==> src/rtl/input_control_multi_if.sv <==
`default_nettype none
// ============================================================================
// Module      : input_control_multi_if
// Description : Bundle of the input_control_multi control pulses and status
//               outputs. The master modport is the pulse source (the user
//               input front end). The slave modport is the controller.
//               Ports (master view):
//                 out i_ena, i_wr_pulse, i_sel_inc_pulse, i_sel_dec_pulse,
//                     i_val_inc_pulse, i_val_dec_pulse
//                 in  o_wr_toggle, o_sel_val[SEL_W], o_sel_onehot[NUM_SEL],
//                     o_val_inc, o_val_dec, o_timeout
// Revision    : 1.0 - initial release
// ============================================================================
interface input_control_multi_if #(
    parameter int NUM_SEL = 4,
    parameter int SEL_W   = 2
);
    logic               i_ena;
    logic               i_wr_pulse;
    logic               i_sel_inc_pulse;
    logic               i_sel_dec_pulse;
    logic               i_val_inc_pulse;
    logic               i_val_dec_pulse;
    logic               o_wr_toggle;
    logic [SEL_W-1:0]   o_sel_val;
    logic [NUM_SEL-1:0] o_sel_onehot;
    logic               o_val_inc;
    logic               o_val_dec;
    logic               o_timeout;

    modport master (
        output i_ena, i_wr_pulse, i_sel_inc_pulse, i_sel_dec_pulse,
               i_val_inc_pulse, i_val_dec_pulse,
        input  o_wr_toggle, o_sel_val, o_sel_onehot, o_val_inc, o_val_dec,
               o_timeout
    );

    modport slave (
        input  i_ena, i_wr_pulse, i_sel_inc_pulse, i_sel_dec_pulse,
               i_val_inc_pulse, i_val_dec_pulse,
        output o_wr_toggle, o_sel_val, o_sel_onehot, o_val_inc, o_val_dec,
               o_timeout
    );
endinterface
`default_nettype wire

==> src/rtl/input_control_multi.sv <==
`default_nettype none
// ============================================================================
// Module      : input_control_multi
// Description : Multi-field input controller. A write pulse toggles between
//               IDLE and EDIT. In EDIT, the sel pulses step a wrapping select
//               index. The val pulses become registered one-cycle adjust
//               pulses for the selected field. If TIMEOUT enabled cycles pass
//               with no activity, EDIT is left automatically and o_timeout
//               pulses.
//               Ports:
//                 i_clk     - clock, rising edge
//                 i_reset_n - asynchronous active-low reset
//                 bus       - input_control_multi_if.slave (pulses/status)
// Revision    : 1.0 - initial release
// ============================================================================
module input_control_multi #(
    parameter int NUM_SEL = 4,
    parameter int SEL_W   = 2,
    parameter int TIMEOUT = 1000
) (
    input  logic                  i_clk,
    input  logic                  i_reset_n,
    input_control_multi_if.slave  bus
);

    // A counter of this width can hold the value TIMEOUT. It is at least 1 bit.
    localparam int CNT_W = (TIMEOUT < 1) ? 1 : $clog2(TIMEOUT + 1);

    localparam logic [CNT_W-1:0] c_timeout_cnt = CNT_W'(TIMEOUT);
    localparam logic [SEL_W-1:0] c_sel_max     = SEL_W'(NUM_SEL - 1);
    localparam logic             c_timeout_en  = (TIMEOUT > 0);

    typedef enum logic [0:0] {
        S_IDLE = 1'b0,
        S_EDIT = 1'b1
    } state_t;

    state_t             r_state;
    logic [SEL_W-1:0]   r_sel;
    logic [CNT_W-1:0]   r_idle_cnt;
    logic               r_val_inc;
    logic               r_val_dec;
    logic               r_timeout;
    logic [NUM_SEL-1:0] w_onehot;

    // If both directions arrive in the same cycle, they cancel. The cycle
    // still counts as activity.
    logic w_sel_inc_only;
    logic w_sel_dec_only;
    logic w_val_inc_only;
    logic w_val_dec_only;
    logic w_activity;

    assign w_sel_inc_only = bus.i_sel_inc_pulse & ~bus.i_sel_dec_pulse;
    assign w_sel_dec_only = bus.i_sel_dec_pulse & ~bus.i_sel_inc_pulse;
    assign w_val_inc_only = bus.i_val_inc_pulse & ~bus.i_val_dec_pulse;
    assign w_val_dec_only = bus.i_val_dec_pulse & ~bus.i_val_inc_pulse;
    assign w_activity     = bus.i_sel_inc_pulse | bus.i_sel_dec_pulse |
                            bus.i_val_inc_pulse | bus.i_val_dec_pulse;

    always_ff @(posedge i_clk or negedge i_reset_n) begin
        if (!i_reset_n) begin
            r_state    <= S_IDLE;
            r_sel      <= '0;
            r_idle_cnt <= '0;
            r_val_inc  <= 1'b0;
            r_val_dec  <= 1'b0;
            r_timeout  <= 1'b0;
        end else begin
            // Output pulses always clear after one cycle. This holds even
            // when i_ena is low, so a pulse that is already scheduled still
            // completes.
            r_val_inc <= 1'b0;
            r_val_dec <= 1'b0;
            r_timeout <= 1'b0;
            if (bus.i_ena) begin
                if (bus.i_wr_pulse) begin
                    // A write pulse has priority over a timeout and over
                    // all sel and val pulses in the same cycle.
                    r_state    <= (r_state == S_IDLE) ? S_EDIT : S_IDLE;
                    r_sel      <= '0;
                    r_idle_cnt <= '0;
                end else if (r_state == S_EDIT) begin
                    if (c_timeout_en && (r_idle_cnt == c_timeout_cnt)) begin
                        r_state    <= S_IDLE;
                        r_sel      <= '0;
                        r_idle_cnt <= '0;
                        r_timeout  <= 1'b1;
                    end else if (w_activity) begin
                        r_idle_cnt <= '0;
                        if (w_sel_inc_only) begin
                            r_sel <= (r_sel == c_sel_max) ? '0 : r_sel + SEL_W'(1);
                        end else if (w_sel_dec_only) begin
                            r_sel <= (r_sel == '0) ? c_sel_max : r_sel - SEL_W'(1);
                        end
                        r_val_inc <= w_val_inc_only;
                        r_val_dec <= w_val_dec_only;
                    end else if (r_idle_cnt != '1) begin
                        r_idle_cnt <= r_idle_cnt + CNT_W'(1);
                    end
                end
            end
        end
    end

    always_comb begin
        w_onehot = '0;
        for (int i = 0; i < NUM_SEL; i++) begin
            if ((r_state == S_EDIT) && (r_sel == SEL_W'(i))) begin
                w_onehot[i] = 1'b1;
            end
        end
    end

    assign bus.o_wr_toggle  = (r_state == S_EDIT);
    assign bus.o_sel_val    = r_sel;
    assign bus.o_sel_onehot = w_onehot;
    assign bus.o_val_inc    = r_val_inc;
    assign bus.o_val_dec    = r_val_dec;
    assign bus.o_timeout    = r_timeout;

endmodule
`default_nettype wire

==> src/flat_wrapper.sv <==
// flat-port wrapper written by rule: the top's interface ports become plain ports
module input_control_multi_flat 
#(
    parameter int NUM_SEL = 4,
    parameter int SEL_W   = 2,
    parameter int TIMEOUT = 1000
)
  (i_clk, i_reset_n, bus_i_ena, bus_i_wr_pulse, bus_i_sel_inc_pulse, bus_i_sel_dec_pulse, bus_i_val_inc_pulse, bus_i_val_dec_pulse, bus_o_wr_toggle, bus_o_sel_val, bus_o_sel_onehot, bus_o_val_inc, bus_o_val_dec, bus_o_timeout);
  input_control_multi_if #(.NUM_SEL(NUM_SEL), .SEL_W(SEL_W)) bus_i ();
  input  logic i_clk;
  input  logic i_reset_n;
  input wire logic [$bits(bus_i.i_ena)-1:0] bus_i_ena;
  input wire logic [$bits(bus_i.i_wr_pulse)-1:0] bus_i_wr_pulse;
  input wire logic [$bits(bus_i.i_sel_inc_pulse)-1:0] bus_i_sel_inc_pulse;
  input wire logic [$bits(bus_i.i_sel_dec_pulse)-1:0] bus_i_sel_dec_pulse;
  input wire logic [$bits(bus_i.i_val_inc_pulse)-1:0] bus_i_val_inc_pulse;
  input wire logic [$bits(bus_i.i_val_dec_pulse)-1:0] bus_i_val_dec_pulse;
  output wire logic [$bits(bus_i.o_wr_toggle)-1:0] bus_o_wr_toggle;
  output wire logic [$bits(bus_i.o_sel_val)-1:0] bus_o_sel_val;
  output wire logic [$bits(bus_i.o_sel_onehot)-1:0] bus_o_sel_onehot;
  output wire logic [$bits(bus_i.o_val_inc)-1:0] bus_o_val_inc;
  output wire logic [$bits(bus_i.o_val_dec)-1:0] bus_o_val_dec;
  output wire logic [$bits(bus_i.o_timeout)-1:0] bus_o_timeout;
  assign bus_i.i_ena = bus_i_ena;
  assign bus_i.i_wr_pulse = bus_i_wr_pulse;
  assign bus_i.i_sel_inc_pulse = bus_i_sel_inc_pulse;
  assign bus_i.i_sel_dec_pulse = bus_i_sel_dec_pulse;
  assign bus_i.i_val_inc_pulse = bus_i_val_inc_pulse;
  assign bus_i.i_val_dec_pulse = bus_i_val_dec_pulse;
  assign bus_o_wr_toggle = bus_i.o_wr_toggle;
  assign bus_o_sel_val = bus_i.o_sel_val;
  assign bus_o_sel_onehot = bus_i.o_sel_onehot;
  assign bus_o_val_inc = bus_i.o_val_inc;
  assign bus_o_val_dec = bus_i.o_val_dec;
  assign bus_o_timeout = bus_i.o_timeout;
  input_control_multi #(.NUM_SEL(NUM_SEL), .SEL_W(SEL_W), .TIMEOUT(TIMEOUT)) u_core (.i_clk(i_clk), .i_reset_n(i_reset_n), .bus(bus_i));
endmodule
==> config.mk <==
export PLATFORM = sky130hd
export DESIGN_NAME = input_control_multi_flat
export DESIGN_NICKNAME = d
export VERILOG_FILES = /design/src/rtl/input_control_multi_if.sv /design/src/rtl/input_control_multi.sv /design/src/flat_wrapper.sv
export SDC_FILE = /design/constraint.sdc
export NUM_CORES = 1
export LEC_CHECK = 0
export BUFFER_PORTS_ARGS = -buffer_cell sky130_fd_sc_hd__buf_4
export CORE_ASPECT_RATIO = 0.9
export CORE_MARGIN = 2
export CORE_UTILIZATION = 58
export DETAILED_ROUTE_END_ITERATION = 7
export HOLD_SLACK_MARGIN = 0.12
export PLACE_DENSITY = 0.87
export SKIP_CTS_REPAIR_TIMING = 1
export SLEW_MARGIN = 20
export SYNTH_ARGS = -nofsm -noshare
export SYNTH_HDL_FRONTEND = slang
export SYNTH_SLANG_ARGS = --single-unit
==> constraint.sdc <==
create_clock -name i_clk -period 5 [get_ports i_clk]
set_clock_uncertainty 0.15 [all_clocks]
set_input_delay 0.75 -clock i_clk [delete_from_list [all_inputs] [get_ports i_clk]]
set_output_delay 0.75 -clock i_clk [all_outputs]
set_load 0.05 [all_outputs]
# == After elaboration in Yosys (flattened, before gate mapping) ==
# Cells that the tools add are included.
# word_totals
regBits,16
# classes
bitwise_logic,11
n_addsub,3
n_eq_ne,5
muxes,35
n_reduce_logical,11
# ops
op,n
10-bit 2-to-1 mux,5
1-bit 2-to-1 mux,22
2-bit 2-to-1 mux,8
10-bit by 1-bit adder with 10-bit output (second input constant),1
10-bit == test (second input constant),1
10-bit inequality test (second input constant),1
4-bit nonzero test,2
1-bit AND,4
2-bit == test (second input constant),2
1-bit logical AND,4
1-bit inverter,4
4-bit AND reduction,1
1-bit bitwise OR,3
3-bit AND reduction,1
3-bit nonzero test,1
2-bit by 1-bit adder with 2-bit output (second input constant),1
2-bit by 1-bit == test with 1-bit output (second input constant),1
2-bit zero test,1
2-bit nonzero test,1
2-bit by 1-bit subtractor with 2-bit output (second input constant),1

# == Longest topological paths before layout ==
# depth
ltp_word,8
depth_mapped,7

# == Worst setup path before layout ==
# No wires, ideal clock.
# synth_timing
path_type,input to register
start,in bus_i_sel_dec_pulse
end,reg u_core.r_idle_cnt[6]
n_path_buf,0
arrival_time_ns,2.060
slack_ns,2.695
path_stages,6
path_cell_list,inv_1 ha_1 or4b_4 o41ai_4 a22oi_1 o31ai_1
# synth_via
elab_chain_cells,7
word_cells_on_any_way,9
cone_classes,4 x mux; 3 x bitwise; 2 x reduce/logical
# synth_rtl
element,line,source
from (decl),flat_wrapper.sv:15,input wire logic [$bits(bus_i.i_sel_dec_pulse)-1:0] bus_i_sel_dec_pulse;
1-bit bitwise OR * (2 in series),input_control_multi.sv:58,assign w_activity = bus.i_sel_inc_pulse | bus.i_sel_dec_pulse |
1-bit bitwise OR *,input_control_multi.sv:59,bus.i_val_inc_pulse | bus.i_val_dec_pulse;
10-bit 2-to-1 mux,input_control_multi.sv:89,end else if (w_activity) begin
10-bit 2-to-1 mux,input_control_multi.sv:84,if (c_timeout_en && (r_idle_cnt == c_timeout_cnt)) begin
10-bit 2-to-1 mux,input_control_multi.sv:83,end else if (r_state == S_EDIT) begin
10-bit 2-to-1 mux,input_control_multi.sv:77,if (bus.i_wr_pulse) begin
to (signal assigned),input_control_multi.sv:99,r_idle_cnt <= r_idle_cnt + CNT_W'(1);
to (decl),input_control_multi.sv:40,logic [CNT_W-1:0] r_idle_cnt;
# Mark *: on every way between the ends. The rest lies on a longest branch, timed or not. The select of a mux whose other input is x is not followed.
# A chain may end at the register's enable or synchronous reset.

# == Worst setup path after layout ==
# layout_timing
start,in bus_i_sel_dec_pulse
end,reg u_core.r_idle_cnt[3]
# The elaborated chain is that of the path after synthesis.

==> results.json <==
{
  "status": "completed",
  "grt_max_degree": 17,
  "die_h_um": 44.3,
  "peakVddDrop_mv": 0.179,
  "cts-root-buf": "clkbuf_4",
  "drt-initial-drc-count": 28,
  "crit_required_ns": 5.05,
  "critPathKind": "in2reg",
  "gp_routability_congestion": 0.835,
  "setup.worst_path.start": "bus_i_sel_dec_pulse",
  "syn_area_mm2": 0.00105,
  "final.min_clock_period_ns": 2.42,
  "fin_cells": 150,
  "synth.net_count": 125,
  "ys_seq_area_share_pct": 38.2,
  "core_mm2": 0.00168,
  "std_cell_rows": 14,
  "ant_nets": 0,
  "synth_area_leaders": "dfrtp_1 (38%), ha_1 (9.6%), inv_1 (3.2%)",
  "async_flop_share_pct": 100,
  "nFillCells": 134,
  "dieArea_mm2": 0.00216,
  "drt_first_pass_iters": 4,
  "p_per_area_mw_per_mm2": 283,
  "grt_pass1_wl_mm": 3.81,
  "synth.area.mux_share_pct": 0.956,
  "p_leak_nw": 0.551,
  "drc_errors": 0,
  "fin_crit_sh_pct": 48.3,
  "cts_sinks": 16,
  "synthAdderAreaFrac_pct": 9.56,
  "syn_inst": 109,
  "io_buffers": 17,
  "start_kind": "primary input",
  "synthTopCellsByCount": "dfrtp_1 (16), inv_1 (9), ha_1 (8)",
  "synth-seq-cells": 16,
  "rr_startpoint": "u_core.r_idle_cnt[0]$_DFFE_PN0P_",
  "slew-limit-headroom_pct": 65.0,
  "wl_per_cell_um": 14.9,
  "grt_pass1_vias": 825,
  "finalSetupTns_ns": 0,
  "timing.fmax_mhz": 414,
  "min_path_type": "in2async",
  "yosysWarnings": 0,
  "critPathArrivalTime_ns": 2.47,
  "final_nets": 143,
  "synthToLayoutAreaGrowth_pct": 16.7,
  "synth_top_area_cell": "dfrtp_1",
  "numCtsBuffers": 3,
  "die_x_um": 48.8,
  "vias_per_cell": 6.05,
  "reg2reg_slack_ns": 2.92,
  "synth_xor_area_share_pct": 0.836,
  "hold_viol": 0,
  "vias": 908,
  "synth.distinct_cells": 40,
  "worstSkewPairLatency_ns": 0.30,
  "boundaryPins": 18,
  "synth_top_family_by_area": "compound AO/OA/AOI/OAI gates",
  "hpwl_mm": 1.65,
  "finalSetupViolCount": 0,
  "cts.reportedPaths.clkPinSlew_ns": 0.10,
  "rsz0062_at_grt": "no",
  "cap_violations": 0,
  "antenna_found_initial": 0,
  "start_util_pct": 62.3,
  "final_max_slew_viol_count": 0,
  "worstSetupEndpointType": "flop",
  "cp_max_fo": 11,
  "dp_cells": 146,
  "cts_tree": "done",
  "yosysMostFrequentCell": "dfrtp_1",
  "synthFlopType": "dfrtp_1",
  "syn_avg_cell_area_um2": 9.61,
  "synth_compound_area_share_pct": 22.8,
  "synth_top_area_share_pct": 38.2,
  "wirelength_mm": 2.24,
  "synth-simple-area-share_pct": 22.6,
  "clock_path_buffers": 2,
  "grt.overflow.total": 0,
  "track_usage_pct": 23.4,
  "cts_htree_levels": 1,
  "drive_gt1_share_pct": 20.6,
  "tightest_slew_ns": 0.523,
  "antennaDiodeCount": 0,
  "synth_edf_count": 0
}
## power breakdown
part | internal [mW] | total, mW | leakage [nW] | switching [mW]
Combinational | 0.0382 | 0.113 | 0.312 | 0.0750
Sequential | 0.135 | 0.145 | 0.219 | 0.00957
Clock | 0.0444 | 0.0876 | 0.0210 | 0.0432
## logic make-up after synthesis
family,after synthesis
flip-flops,16
adder cells (fa/ha/maj),8
buffers and inverters,13
AO/OA/AOI/OAI,33
multiplexers,1
AND/OR/NAND/NOR,37
XOR/XNOR,1
## state kept, by name (all words and copies together), names as in the netlist
register	cells
u_core.bus.o_timeout	1
u_core.r_idle_cnt	10
u_core.bus.o_wr_toggle	1
u_core.bus.o_sel_val	2
u_core.bus.o_val_inc	1
u_core.bus.o_val_dec	1
## cell type report
class | instances | area (um^2) | share of cell area [%]
timing repair buffer | 17 | 128 | 10.4
tap | 24 | 30.0 | 2.46
sequential | 16 | 400 | 32.8
multi-input combinational | 80 | 594 | 48.6
clock buffer | 4 | 36.3 | 2.97
inverter | 9 | 33.8 | 2.76
## cell usage in the layout, fill, tap and decap left out, types with 3 or more instances in the layout
cell type	netlist	final
nand3_1	6	6
and2_1	5	5
dfrtp_1	16	16
and3_1	4	4
o21ai_0	6	6
clkbuf_4	0	3
o31ai_1	3	3
a21oi_1	6	6
a31oi_1	4	4
buf_4	1	17
nand2_1	6	6
inv_1	9	9
nand4_1	4	4
ha_1	8	8
## critical path, stage by stage
cell and delay (ns):
buf_4 0.11, inv_1 0.07, ha_1 0.14, or4b_4 0.56, o41ai_4 0.55, o21ai_0 0.19, o31ai_1 0.10
## stage by stage
stage               hold WS [ns]  setup slack (ns)  area, um^2  utilization [%]  total power [mW]
global placement           0.335              2.39        1190             70.5             0.257
global route               0.146              2.44        1220             72.7             0.360
finish                     0.136              2.58        1220             72.7             0.346
floorplan                  0.304              2.69        1050                -             0.224
detailed placement         0.344              2.28        1190             70.5             0.261
CTS                        0.143              2.60        1220             72.7             0.347
## per-layer routing
metal  vias up  GRT usage [%]  wire length (um)
li1        445              -                 -
met3         2           7.43               149
met2        31           38.4              1070
met1       430           30.1              1000
met4         0           6.86                14
met5         -              0                 0
## worst paths after layout
| kind | depth (start not counted) | to |
|---|---|---|
| worst max register to register | 5 | u_core.r_idle_cnt[4]$_DFFE_PN0P_ |
| worst min register to register | 1 | u_core.r_idle_cnt[9]$_DFFE_PN0P_ |
| worst min-delay path | 1 | u_core.r_idle_cnt[8]$_DFFE_PN0P_ |
| max in group asynchronous | 1 | u_core.bus.o_sel_val[1]$_DFFE_PN0P_ |
| worst max-delay path | 7 | u_core.r_idle_cnt[3]$_DFFE_PN0P_ |
| min in group i_clk | 1 | u_core.r_idle_cnt[9]$_DFFE_PN0P_ |
Note: power is estimated with default switching activity, not from simulation.
